`config.mk`:
```
export PLATFORM = sky130hd
export DESIGN_NAME = mem_port_arbiter
export DESIGN_NICKNAME = d
export VERILOG_FILES = /design/src/rtl/mem_port_arbiter.sv
export SDC_FILE = /design/constraint.sdc
export NUM_CORES = 1
export LEC_CHECK = 0
export CAP_MARGIN = 0
export CORE_UTILIZATION = 41
export CTS_BUF_LIST = sky130_fd_sc_hd__clkbuf_4
export DETAILED_ROUTE_END_ITERATION = 10
export GPL_TIMING_DRIVEN = 0
export HOLD_SLACK_MARGIN = 0.05
export MAX_ROUTING_LAYER = met4
export PLACE_DENSITY = 0.81
export SYNTH_ARGS = -nofsm -noshare
export SYNTH_HDL_FRONTEND = slang
export SYNTH_SLANG_ARGS = --single-unit
```
`constraint.sdc`:
```
create_clock -name clk -period 2.2 [get_ports clk]
set_clock_uncertainty 0.2 [all_clocks]
set_input_delay 0.44 -clock clk [delete_from_list [all_inputs] [get_ports clk]]
set_output_delay 0.44 -clock clk [all_outputs]
set_load 0.02 [all_outputs]
```
`src/rtl/mem_port_arbiter.sv`:
```
// mem_port_arbiter
// Shares one single-port synchronous memory between the instruction-fetch
// requester (i_*) and the MEM-stage data requester (d_*). One access is in
// flight at a time; the data port wins ties unless fetch has been passed over
// STARVE_MAX times in a row while it was requesting.
//
// Handshake: a requester raises *_req with stable address/controls and holds
// it until it samples *_ack high. *_ack is a one-cycle pulse and the matching
// *_rdata is valid in that cycle and held until the next read for that port.
// The owner's req is ignored during its ack cycle.
//
// Ports:
//   clk, reset            rising-edge clock, synchronous active-low reset
//   i_req/i_addr          fetch request and word address
//   i_ack/i_rdata/i_stall fetch completion pulse, fetched word, stall
//   d_req/d_we/d_addr/d_wdata  data request, write enable, address, data
//   d_ack/d_rdata/d_stall data completion pulse, read word, stall
//   mem_en/mem_we/mem_addr/mem_wdata  registered memory strobe and controls
//   mem_rdata             memory read data, valid the cycle after mem_en
//   busy                  FSM not idle (registered)
//   dbg_state             current FSM state, for checkers
module mem_port_arbiter #(
   parameter int ADDR_W     = 8,
   parameter int DATA_W     = 32,
   parameter int STARVE_MAX = 3
) (
   input  logic              clk,
   input  logic              reset,
   input  logic              i_req,
   input  logic [ADDR_W-1:0] i_addr,
   output logic              i_ack,
   output logic [DATA_W-1:0] i_rdata,
   output logic              i_stall,
   input  logic              d_req,
   input  logic              d_we,
   input  logic [ADDR_W-1:0] d_addr,
   input  logic [DATA_W-1:0] d_wdata,
   output logic              d_ack,
   output logic [DATA_W-1:0] d_rdata,
   output logic              d_stall,
   output logic              mem_en,
   output logic              mem_we,
   output logic [ADDR_W-1:0] mem_addr,
   output logic [DATA_W-1:0] mem_wdata,
   input  logic [DATA_W-1:0] mem_rdata,
   output logic              busy,
   output logic [1:0]        dbg_state
);

   typedef enum logic [1:0] {
      S_IDLE = 2'd0,
      S_ACC  = 2'd1,
      S_CAP  = 2'd2,
      S_ACK  = 2'd3
   } state_t;

   localparam logic [3:0] STARVE_LIM = 4'(STARVE_MAX);

   state_t              state_q, state_d;
   logic                own_d_q, own_d_d;     // 1: data port owns the access
   logic                lat_we_q, lat_we_d;
   logic [3:0]          starve_q, starve_d;
   logic                mem_en_q, mem_en_d;
   logic                mem_we_q, mem_we_d;
   logic [ADDR_W-1:0]   mem_addr_q, mem_addr_d;
   logic [DATA_W-1:0]   mem_wdata_q, mem_wdata_d;
   logic                i_ack_q, i_ack_d;
   logic                d_ack_q, d_ack_d;
   logic [DATA_W-1:0]   i_rdata_q, i_rdata_d;
   logic [DATA_W-1:0]   d_rdata_q, d_rdata_d;
   logic                busy_q, busy_d;
   logic                grant_i, grant_d;
   logic                i_pending;

   always_comb begin
      state_d     = state_q;
      own_d_d     = own_d_q;
      lat_we_d    = lat_we_q;
      starve_d    = starve_q;
      mem_en_d    = 1'b0;
      mem_we_d    = 1'b0;
      mem_addr_d  = '0;
      mem_wdata_d = '0;
      i_ack_d     = 1'b0;
      d_ack_d     = 1'b0;
      i_rdata_d   = i_rdata_q;
      d_rdata_d   = d_rdata_q;
      grant_i     = 1'b0;
      grant_d     = 1'b0;
      i_pending   = i_req;

      case (state_q)
         S_IDLE: begin
            // Data wins ties unless fetch has been starved long enough.
            if (d_req && !(i_req && starve_q == STARVE_LIM)) begin
               grant_d = 1'b1;
            end else if (i_req) begin
               grant_i = 1'b1;
            end
         end
         S_ACC: begin
            state_d = S_CAP;
         end
         S_CAP: begin
            state_d = S_ACK;
            if (own_d_q) begin
               d_ack_d = 1'b1;
               if (!lat_we_q) d_rdata_d = mem_rdata;
            end else begin
               i_ack_d = 1'b1;
               if (!lat_we_q) i_rdata_d = mem_rdata;
            end
         end
         default: begin
            // Only the non-owner may be handed the memory directly; the
            // owner's req is still the one it just had serviced.
            if (own_d_q && i_req) begin
               grant_i = 1'b1;
            end else if (!own_d_q && d_req) begin
               grant_d   = 1'b1;
               i_pending = 1'b0;
            end else begin
               state_d = S_IDLE;
            end
         end
      endcase

      if (grant_d) begin
         state_d     = S_ACC;
         own_d_d     = 1'b1;
         lat_we_d    = d_we;
         mem_en_d    = 1'b1;
         mem_we_d    = d_we;
         mem_addr_d  = d_addr;
         mem_wdata_d = d_wdata;
         if (i_pending && starve_q < STARVE_LIM) starve_d = starve_q + 4'd1;
      end else if (grant_i) begin
         state_d     = S_ACC;
         own_d_d     = 1'b0;
         lat_we_d    = 1'b0;
         mem_en_d    = 1'b1;
         mem_addr_d  = i_addr;
         starve_d    = 4'd0;
      end

      busy_d = (state_d != S_IDLE);
   end

   always_ff @(posedge clk) begin
      if (!reset) begin
         state_q     <= S_IDLE;
         own_d_q     <= 1'b0;
         lat_we_q    <= 1'b0;
         starve_q    <= 4'd0;
         mem_en_q    <= 1'b0;
         mem_we_q    <= 1'b0;
         mem_addr_q  <= '0;
         mem_wdata_q <= '0;
         i_ack_q     <= 1'b0;
         d_ack_q     <= 1'b0;
         i_rdata_q   <= '0;
         d_rdata_q   <= '0;
         busy_q      <= 1'b0;
      end else begin
         state_q     <= state_d;
         own_d_q     <= own_d_d;
         lat_we_q    <= lat_we_d;
         starve_q    <= starve_d;
         mem_en_q    <= mem_en_d;
         mem_we_q    <= mem_we_d;
         mem_addr_q  <= mem_addr_d;
         mem_wdata_q <= mem_wdata_d;
         i_ack_q     <= i_ack_d;
         d_ack_q     <= d_ack_d;
         i_rdata_q   <= i_rdata_d;
         d_rdata_q   <= d_rdata_d;
         busy_q      <= busy_d;
      end
   end

   assign mem_en    = mem_en_q;
   assign mem_we    = mem_we_q;
   assign mem_addr  = mem_addr_q;
   assign mem_wdata = mem_wdata_q;
   assign i_ack     = i_ack_q;
   assign d_ack     = d_ack_q;
   assign i_rdata   = i_rdata_q;
   assign d_rdata   = d_rdata_q;
   assign busy      = busy_q;
   assign dbg_state = state_q;
   assign i_stall   = i_req & ~i_ack_q;
   assign d_stall   = d_req & ~d_ack_q;

endmodule

```
# Word level (Yosys, flattened, before mapping)
# Cells that the tools add are included.
[word_totals] inputBits=85 output_inout_bits=113 wordCells=70 reg_bits=117
[op_classes] magnitude_cmp=1 eq_ne=4 muxes=28 bitwise=6 add_sub_neg=1 n_reduce_logical=17
[op_table] op="2-to-1 mux 1 bit" n=16
[op_table] op="2-to-1 mux 8 bit" n=2
[op_table] op="2-to-1 mux 4 bit" n=3
[op_table] op="2-to-1 mux 2 bit" n=4
[op_table] op="case mux 2 bit (3 select lines)" n=1
[op_table] op="AND reduction 2 bit" n=3
[op_table] op="AND reduction 3 bit" n=2
[op_table] op="logical AND 1 bit" n=5
[op_table] op="adder 4 x 1 -> 4 bit (second input constant)" n=1
[op_table] op="== test 4 x 2 -> 1 bit (second input constant)" n=1
[op_table] op="less-than comparator 4 x 2 -> 1 bit (second input constant)" n=1
[op_table] op="NOT 1 bit" n=4
[op_table] op="case mux 1 bit (2 select lines)" n=2
[op_table] op="nonzero test 2 bit" n=2
[op_table] op="OR reduction 3 bit" n=1
[op_table] op="bitwise AND 1 bit" n=2
[op_table] op="== test 2 x 1 -> 1 bit (second input constant)" n=1
[op_table] op="== test 2 bit (second input constant)" n=1
[op_table] op="logical NOT 1 bit" n=2
[op_table] op="logical NOT 2 bit" n=1
[op_table] op="inequality test 2 x 1 -> 1 bit (second input constant)" n=1
[op_table] op="OR reduction 2 bit" n=1

# Logic depth before layout (Yosys ltp)
# Gate-level depths: netlist of the first run.
[depth] word_depth=9 depth_mapped=7 depth_no_buf=6

# Worst setup path before layout of the first run
# OpenSTA, ideal clock, no wires.
[synth_timing] path_kind="reg-to-reg" from="register state_q[1] (netlist: dbg_state[1])" to="register mem_addr_q[0] (netlist: mem_addr[0])" setup_slack_ns=0.337 path_buffers=2 path_stages_with_launch=8 arrival_ns=1.546 setup_ns=0.117 t_required_ns=1.883 cell_sequence="dfxtp_1 ha_1 buf_2 nand3b_1 o21ai_4 buf_6 mux2i_1 nor2_1"
[synth_between] elab_chain_cells=5 elab_cells_between_ends=8 cone_classes="eq/ne (2); mux (4); reduce/logical (2)"
[synth_rtl] element="from (decl)" line="59" rtl="state_t state_q, state_d;"
[synth_rtl] element="from (signal assigned)" line="165" rtl="state_q <= state_d;"
[synth_rtl] element="== test 2 bit / == test 2 x 1 -> 1 bit (equally long branches)" line="92" rtl="case (state_q)"
[synth_rtl] element="OR reduction 2 bit (no line)"
[synth_rtl] element="case mux 1 bit (2 select lines)" line="92"
[synth_rtl] element="2-to-1 mux 8 bit" line="137" rtl="end else if (grant_i) begin"
[synth_rtl] element="2-to-1 mux 8 bit *" line="128" rtl="if (grant_d) begin"
[synth_rtl] element="to (signal assigned)" line="171" rtl="mem_addr_q <= mem_addr_d;"
[synth_rtl] element="to (decl)" line="65" rtl="logic [ADDR_W-1:0] mem_addr_q, mem_addr_d;"
# Mark *: on every way between the ends. The rest lies on a longest branch, timed or not.
# A chain may end at the register's enable or synchronous reset.

# Final worst setup path of the first run
[layout_timing] from="register d_rdata_q[2] (netlist: d_rdata[2])" to="output d_rdata[2]"
[layout_lines] element="from (decl)" line="70" rtl="logic [DATA_W-1:0] d_rdata_q, d_rdata_d;"
[layout_lines] element="from (signal assigned)" line="176" rtl="d_rdata_q <= d_rdata_d;"
[layout_lines] element="to (decl)" line="39" rtl="output logic [DATA_W-1:0] d_rdata,"
# No word-level cell between the ends.

==> results.txt, run 1 <==
----------------------------------------------------
[Logic synthesis]
  Instance count of the mapped netlist ... 445
  Post-synthesis simple-gate area fraction ... 22.8%
  Count of flip-flops with a built-in enable after synthesis ... 0
  Largest family of logic cells by synthesized area ... simple AND/OR/NAND/NOR gates
  Share of synthesized area occupied by flip-flops and latches ... 58.5%
  Synthesized cell area ... 4010 um^2
  Number of library cell types mapped by synthesis ... 35
  Post-synthesis adder-cell area fraction ... 1.25%
  Synth Flop Type ... sky130_fd_sc_hd__dfxtp_1
  Net count after synthesis ... 534
  Xor/xnor cell area share of the yosys netlist ... 0%
  Synth Register Bits ... 117
  FFs w/ async S/R, synth ... 0%
  Yosys warns ... 0
  Complex-gate fraction of the synthesized area ... 11.0%
  Avg Synthesized Cell Area ... 9.00 um^2
  Share of cell area taken by muxes after synthesis ... 2.25%

[Setup path]
  CP startpoint ... d_rdata[2]$_SDFFE_PN0P_
  Slowest cell on the critical path ... sky130_fd_sc_hd__clkdlybuf4s50_1
  Path depth of the worst reg2reg path ... 7
  CP bufs+invs ... 1
  Crit path capture type ... output port
  Critical path, cell by cell ... clkdlybuf4s50_1
  Source of the worst register-to-register timing path ... dbg_state[1]$_SDFF_PN0_
  Crit Path Class ... flop to output port
  Type of origin of the critical path ... flop
  Cell family with most CP delay ... buffers and inverters
  Crit path arrival time ... 1.48 ns
  Destination of the worst register-to-register timing path ... mem_addr[3]$_SDFF_PN0_
  Reg-to-reg setup timing slack ... 0.12 ns
  Required time of the critical path ... 1.56 ns
  Top fanout value on the critical path ... 2
  Biggest cell delay along the critical path ... 0.63 ns

[Power]
  Power density normalized to cell area ... 720 nW/um^2
  Max IR drop VDD ... 380 uV
  Leakage power of the design ... 2.63 nW

[Timing]
  Final Hold Violating Endpoints ... 0
  Min setup slack post-route ... 0.0825 ns
  Transition time at the pin with the least slew margin ... 0.510 ns
  Final TNS setup ... 0 ns
  Setup repair after global routing missed its margin ... no
  Portion of the clock cycle consumed by the worst path in the final layout ... 96.3%
  Shortest period the worst path allows ... 2.12 ns
  Count of final max-slew check failures ... 0
  Maximum clock frequency ... 472 MHz
  Slew HR ... 66.0%
  Final setup violation count ... 0
  Min Hold Slack ... 0.259 ns

[GRT]
  Aggregate global routing overflow ... 0
  First-pass GRT wire length ... 17800 um
  Initial antenna violation count ... 0
  Total global routing track utilization ... 23.5%
  Vias in the first global route ... 3778
  Pin count of the biggest net entering global routing ... 17

[CTS]
  Buffer depth of the longest clock path ... 2
  CTS clk-pin slew, worst paths ... 0.10 ns
  Worst-skew pair later-pin latency ... 0.49 ns
  H-tree depth reported by CTS ... 4
  Hold-fix buffers at CTS ... 0
  CTS tree ... done
  Clock sink count ... 117
  TritonCTS buffer count ... 17
  Clock tree root driver cell ... sky130_fd_sc_hd__clkbuf_4

[Detailed routing]
  Vias/cell ... 4.77
  Residual antenna-violating net count after detailed routing ... 0
  Number of iterations in the first detailed-routing pass ... 4
  Total Wirelength ... 11500 um
  Number of design rule violations left after detail routing ... 0
  Via total after detailed routing ... 3829
  Drt wl/cell ... 14.3 um
  DRC violation total after the first TritonRoute iteration ... 145

[Floorplan]
  Core outline area ... 9370 um^2
  Total number of placement rows ... 35
  Die footprint ... 10200 um^2
  Die width ... 101 um
  Starting density of the core ... 42.8%
  DIE HEIGHT ... 101 um
  Ports placed on the boundary ... 198

[Hold path]
  Min-Delay Startpoint ... i_rdata[6]$_SDFFE_PN0P_
  Cell depth of the worst min-delay path ... 2
  WHS Endpoint ... i_rdata[6]$_SDFFE_PN0P_
  Worst min-delay path category ... flop to flop

[Cells and area]
  Non-filler cells, final ... 802
  Leading cell type in the layout, fill and taps excluded ... sky130_fd_sc_hd__clkdlybuf4s50_1
  Leading cell types in the layout, fill and taps excluded ... sky130_fd_sc_hd__clkdlybuf4s50_1, sky130_fd_sc_hd__nand2_1, sky130_fd_sc_hd__dfxtp_1, sky130_fd_sc_hd__a21oi_1, sky130_fd_sc_hd__and3_1
  Final net count ... 750
  Post-synthesis to final-layout area growth ... 60.9%
  Count of fill cells added during filler insertion ... 781
  Total inserted antenna cells ... 0
  Post-route cell area ... 6450 um^2
  Fraction of final layout cells with drive strength greater than 1 ... 8.17%

[Placement]
  Final GP Congestion ... 0.872
  Setup slack at placement ... -0.320 ns
  Cell Area, Placed ... 6140 um^2
  HPWL after detailed placement ... 8720 um
  Number of buffer cells added on primary ports ... 197
  Placed insts ... 771

[Status]
  Run status ... complete, no violations

[Job]
  Count of maximum capacitance violations ... 0

----------------------------------------------------
==> report_power, final <==
part / switching, mW / internal, mW / total (mW) / leakage [nW]
clock: 0.809 / 0.792 / 1.60 / 0.154
sequential: 0.0399 / 2.21 / 2.25 / 0.950
combinational: 0.391 / 0.394 / 0.784 / 1.53
==> how the worst max path moves through the flow <==
stage / cells past startpoint / end
6_report: 1 / d_rdata[2]
2_1_floorplan: 7 / mem_addr[0]$_SDFF_PN0_
4_1_cts: 1 / d_ack
5_1_grt: 1 / d_rdata[0]
3_3_place_gp: 4 / i_stall
3_5_place_dp: 4 / i_stall
==> cells by family (layout without fill, tap and decap cells) <==
group / after synthesis / count (layout)
flip-flops: 117 / 117
multiplexers: 9 / 9
AND/OR/NAND/NOR: 200 / 200
adder cells (fa/ha/maj): 4 / 4
AO/OA/AOI/OAI: 76 / 76
buffers and inverters: 39 / 267
==> worst register-to-register path, delay by kind of cell, from the launching register on <==
family	cells	cell delay, ns
buffers and inverters	2	0.39
flip-flops	1	0.36
AO/OA/AOI/OAI	1	0.30
AND/OR/NAND/NOR	2	0.28
multiplexers	1	0.24
adder cells (fa/ha/maj)	1	0.21
==> routing by layer <==
metal / vias to the layer above / global-route usage (%) / routed length (um) / share of wire [%]
met5: - / - / 0 / 0
met4: 0 / 9.59 / 212 / 1.8
met3: 22 / 6.10 / 750 / 6.5
met2: 159 / 39.7 / 5850 / 51
met1: 1749 / 26.6 / 4670 / 41
li1: 1899 / - / - / -
==> final cells by class <==
| type | count | area, um^2 | area share, % |
|---|---|---|---|
| Multi-Input combinational cell | 289 | 1490 | 23.1 |
| Timing Repair Buffer | 197 | 1980 | 30.8 |
| Tap cell | 129 | 161 | 2.50 |
| Sequential cell | 117 | 2340 | 36.3 |
| Inverter | 8 | 30.0 | 0.466 |
| Buffer | 31 | 143 | 2.21 |
| Clock inverter | 13 | 159 | 2.47 |
| Clock buffer | 18 | 135 | 2.10 |
==> cell usage after synthesis (2+ instances only) <==
library cell	count	area, um^2
sky130_fd_sc_hd__and3_1	34	213
sky130_fd_sc_hd__nand3b_1	3	22.5
sky130_fd_sc_hd__nor2_1	13	48.8
sky130_fd_sc_hd__clkbuf_2	3	15.0
sky130_fd_sc_hd__a21oi_1	65	325
sky130_fd_sc_hd__dfxtp_1	117	2340
sky130_fd_sc_hd__buf_2	12	60.1
sky130_fd_sc_hd__and2_1	2	12.5
sky130_fd_sc_hd__a31o_1	3	26.3
sky130_fd_sc_hd__clkbuf_1	15	56.3
sky130_fd_sc_hd__inv_1	8	30.0
sky130_fd_sc_hd__mux2i_1	9	90.1
sky130_fd_sc_hd__ha_1	4	50.1
sky130_fd_sc_hd__nand2_1	132	495
sky130_fd_sc_hd__nor3b_1	3	22.5
sky130_fd_sc_hd__nor3_1	3	15.0
==> through the flow <==
step | power (mW) | util [%]
floorplan | 2.67 | -
global placement | 3.07 | 65.5
detailed placement | 3.09 | 65.5
CTS | 4.68 | 68.6
global route | 4.85 | 68.8
finish | 4.64 | 68.8
==> timing repair <==
action,CTS,global route
setup buffers,0,0
pin swaps,0,0
gates resized for setup,6,8
endpoints found under the setup margin,4,8
==> sequential cells by signal, summed over array words and instances (netlist names) <==
register and count:
dbg_state 2, mem_we 1, d_rdata 32, busy 1, i_rdata 32, mem_en 1, mem_addr 8, starve_q 4
own_d_q 1, i_ack 1, d_ack 1, lat_we_q 1, mem_wdata 32
Note: power is estimated with default switching activity, not from simulation.
==> inputs of run 2 (changes only) <==
--- a/config.mk
+++ b/config.mk
@@ -13,6 +13,7 @@
 export HOLD_SLACK_MARGIN = 0.05
 export MAX_ROUTING_LAYER = met4
 export PLACE_DENSITY = 0.81
+export SKIP_CTS_REPAIR_TIMING = 1
 export SYNTH_ARGS = -nofsm -noshare
 export SYNTH_HDL_FRONTEND = slang
 export SYNTH_SLANG_ARGS = --single-unit
==> results.txt, run 2 (synthesized netlist as in run 1, its figures left out) <==
----------------------------------------------------
[CTS]
  Clock tree root driver cell ... sky130_fd_sc_hd__clkbuf_4
  Clock sink count ... 117
  Buffer depth of the longest clock path ... 2
  H-tree depth reported by CTS ... 4
  TritonCTS buffer count ... 17
  Worst-skew pair later-pin latency ... 0.49 ns
  CTS clk-pin slew, worst paths ... 0.10 ns
  CTS tree ... done

[Detailed routing]
  DRC violation total after the first TritonRoute iteration ... 124
  Number of design rule violations left after detail routing ... 0
  Number of iterations in the first detailed-routing pass ... 4
  Via total after detailed routing ... 3859
  Residual antenna-violating net count after detailed routing ... 0
  Total Wirelength ... 11500 um
  Vias/cell ... 4.81
  Drt wl/cell ... 14.3 um

[Power]
  Power density normalized to cell area ... 718 nW/um^2
  Leakage power of the design ... 2.68 nW
  Max IR drop VDD ... 380 uV

[GRT]
  Pin count of the biggest net entering global routing ... 17
  Total global routing track utilization ... 23.5%
  Vias in the first global route ... 3782
  First-pass GRT wire length ... 17800 um
  Initial antenna violation count ... 0
  Aggregate global routing overflow ... 0

[Floorplan]
  Ports placed on the boundary ... 198
  Core outline area ... 9370 um^2
  DIE HEIGHT ... 101 um
  Starting density of the core ... 42.8%
  Die footprint ... 10200 um^2
  Total number of placement rows ... 35
  Die width ... 101 um

[Timing]
  Setup repair after global routing missed its margin ... no
  Transition time at the pin with the least slew margin ... 0.522 ns
  Final Hold Violating Endpoints ... 0
  Slew HR ... 65.2%
  Count of final max-slew check failures ... 0
  Shortest period the worst path allows ... 2.12 ns
  Maximum clock frequency ... 472 MHz
  Final setup violation count ... 0
  Portion of the clock cycle consumed by the worst path in the final layout ... 96.3%

[Setup path]
  Top fanout value on the critical path ... 2
  Type of origin of the critical path ... flop
  Slowest cell on the critical path ... sky130_fd_sc_hd__clkdlybuf4s50_1
  Critical path, cell by cell ... clkdlybuf4s50_1
  Crit path capture type ... output port
  Biggest cell delay along the critical path ... 0.63 ns
  Required time of the critical path ... 1.56 ns
  Crit Path Class ... flop to output port
  Cell family with most CP delay ... buffers and inverters
  Crit path arrival time ... 1.48 ns
  CP bufs+invs ... 1

[Placement]
  HPWL after detailed placement ... 8720 um
  Placed insts ... 771
  Number of buffer cells added on primary ports ... 197
  Final GP Congestion ... 0.872

[Cells and area]
  Count of fill cells added during filler insertion ... 773
  Total inserted antenna cells ... 0
  Utilization after layout ... 69.0%
  Fraction of final layout cells with drive strength greater than 1 ... 8.17%
  Leading cell type in the layout, fill and taps excluded ... sky130_fd_sc_hd__clkdlybuf4s50_1
  Non-filler cells, final ... 802
  Leading cell types in the layout, fill and taps excluded ... sky130_fd_sc_hd__clkdlybuf4s50_1, sky130_fd_sc_hd__nand2_1, sky130_fd_sc_hd__dfxtp_1, sky130_fd_sc_hd__a21oi_1, sky130_fd_sc_hd__and3_1
  Final net count ... 750
  Post-synthesis to final-layout area growth ... 61.5%

[Hold path]
  Worst min-delay path category ... flop to flop

[Status]
  Run status ... complete, no violations

[Job]
  Count of maximum capacitance violations ... 0

----------------------------------------------------
## run 2: routing by layer
layer / GRT usage [%] / up-vias / wire (um)
met1: 26.6 / 1766 / 4600
met2: 39.5 / 170 / 5840
met3: 6.10 / 25 / 795
met5: - / - / 0
li1: - / 1898 / -
met4: 9.92 / 0 / 229
## run 2: final timing paths
| check | startpoint | endpoint | slack, ns | cells past startpoint |
|---|---|---|---|---|
| hold reg to reg | i_rdata[6]$_SDFFE_PN0P_ | i_rdata[6]$_SDFFE_PN0P_ | 0.26 | 2 |
| setup / recovery | d_rdata[2]$_SDFFE_PN0P_ | d_rdata[2] | 0.08 | 1 |
| hold / removal | i_rdata[6]$_SDFFE_PN0P_ | i_rdata[6]$_SDFFE_PN0P_ | 0.26 | 2 |
| setup reg to reg | dbg_state[1]$_SDFF_PN0_ | mem_addr[3]$_SDFF_PN0_ | 0.11 | 7 |
## run 2: final cells by class
class                   instances  area [um^2]  area share (%)
flip-flops and latches        117         2340            36.2
repair buffers                197         2010            31.0
multi-input cells             289         1490            23.1
well taps                     129          161            2.50
clock inverters                13          159            2.46
plain buffers                  31          143            2.21
clock buffers                  18          135            2.09
inverters                       8         30.0           0.464
## run 2: report_power, final
part / internal [mW] / switching, mW / leakage [nW] / total (mW)
clock: 0.792 / 0.811 / 0.154 / 1.60
combinational: 0.398 / 0.390 / 1.58 / 0.788
sequential: 2.21 / 0.0403 / 0.950 / 2.25
total: 3.40 / 1.24 / 2.68 / 4.64
## run 2: per-stage QoR
| step | power, mW | worst slack (ns) | instance area (um^2) | setup TNS [ns] | hold WS, ns |
|---|---|---|---|---|---|
| after floorplan | 2.67 | 0.337 | 4010 | 0 | 0.246 |
| after global placement | 3.07 | -0.331 | 6140 | -9.36 | 0.242 |
| after detailed placement | 3.09 | -0.320 | 6140 | -13.47 | 0.246 |
| after CTS | 4.69 | -0.352 | 6430 | -0.718 | 0.260 |
| after global routing | 4.85 | 0.00136 | 6470 | 0 | 0.268 |
| final | 4.64 | 0.0810 | 6470 | 0 | 0.259 |
==> inputs of run 3 (changes only) <==
--- a/config.mk
+++ b/config.mk
@@ -5,7 +5,7 @@
 export SDC_FILE = /design/constraint.sdc
 export NUM_CORES = 1
 export LEC_CHECK = 0
-export CAP_MARGIN = 0
+export ABC_CLOCK_PERIOD_IN_PS = 2200
 export CORE_UTILIZATION = 41
 export CTS_BUF_LIST = sky130_fd_sc_hd__clkbuf_4
 export DETAILED_ROUTE_END_ITERATION = 10
==> results of run 3 <==
Same layout as run 2: the final DEF is identical, and so are final timing and power.
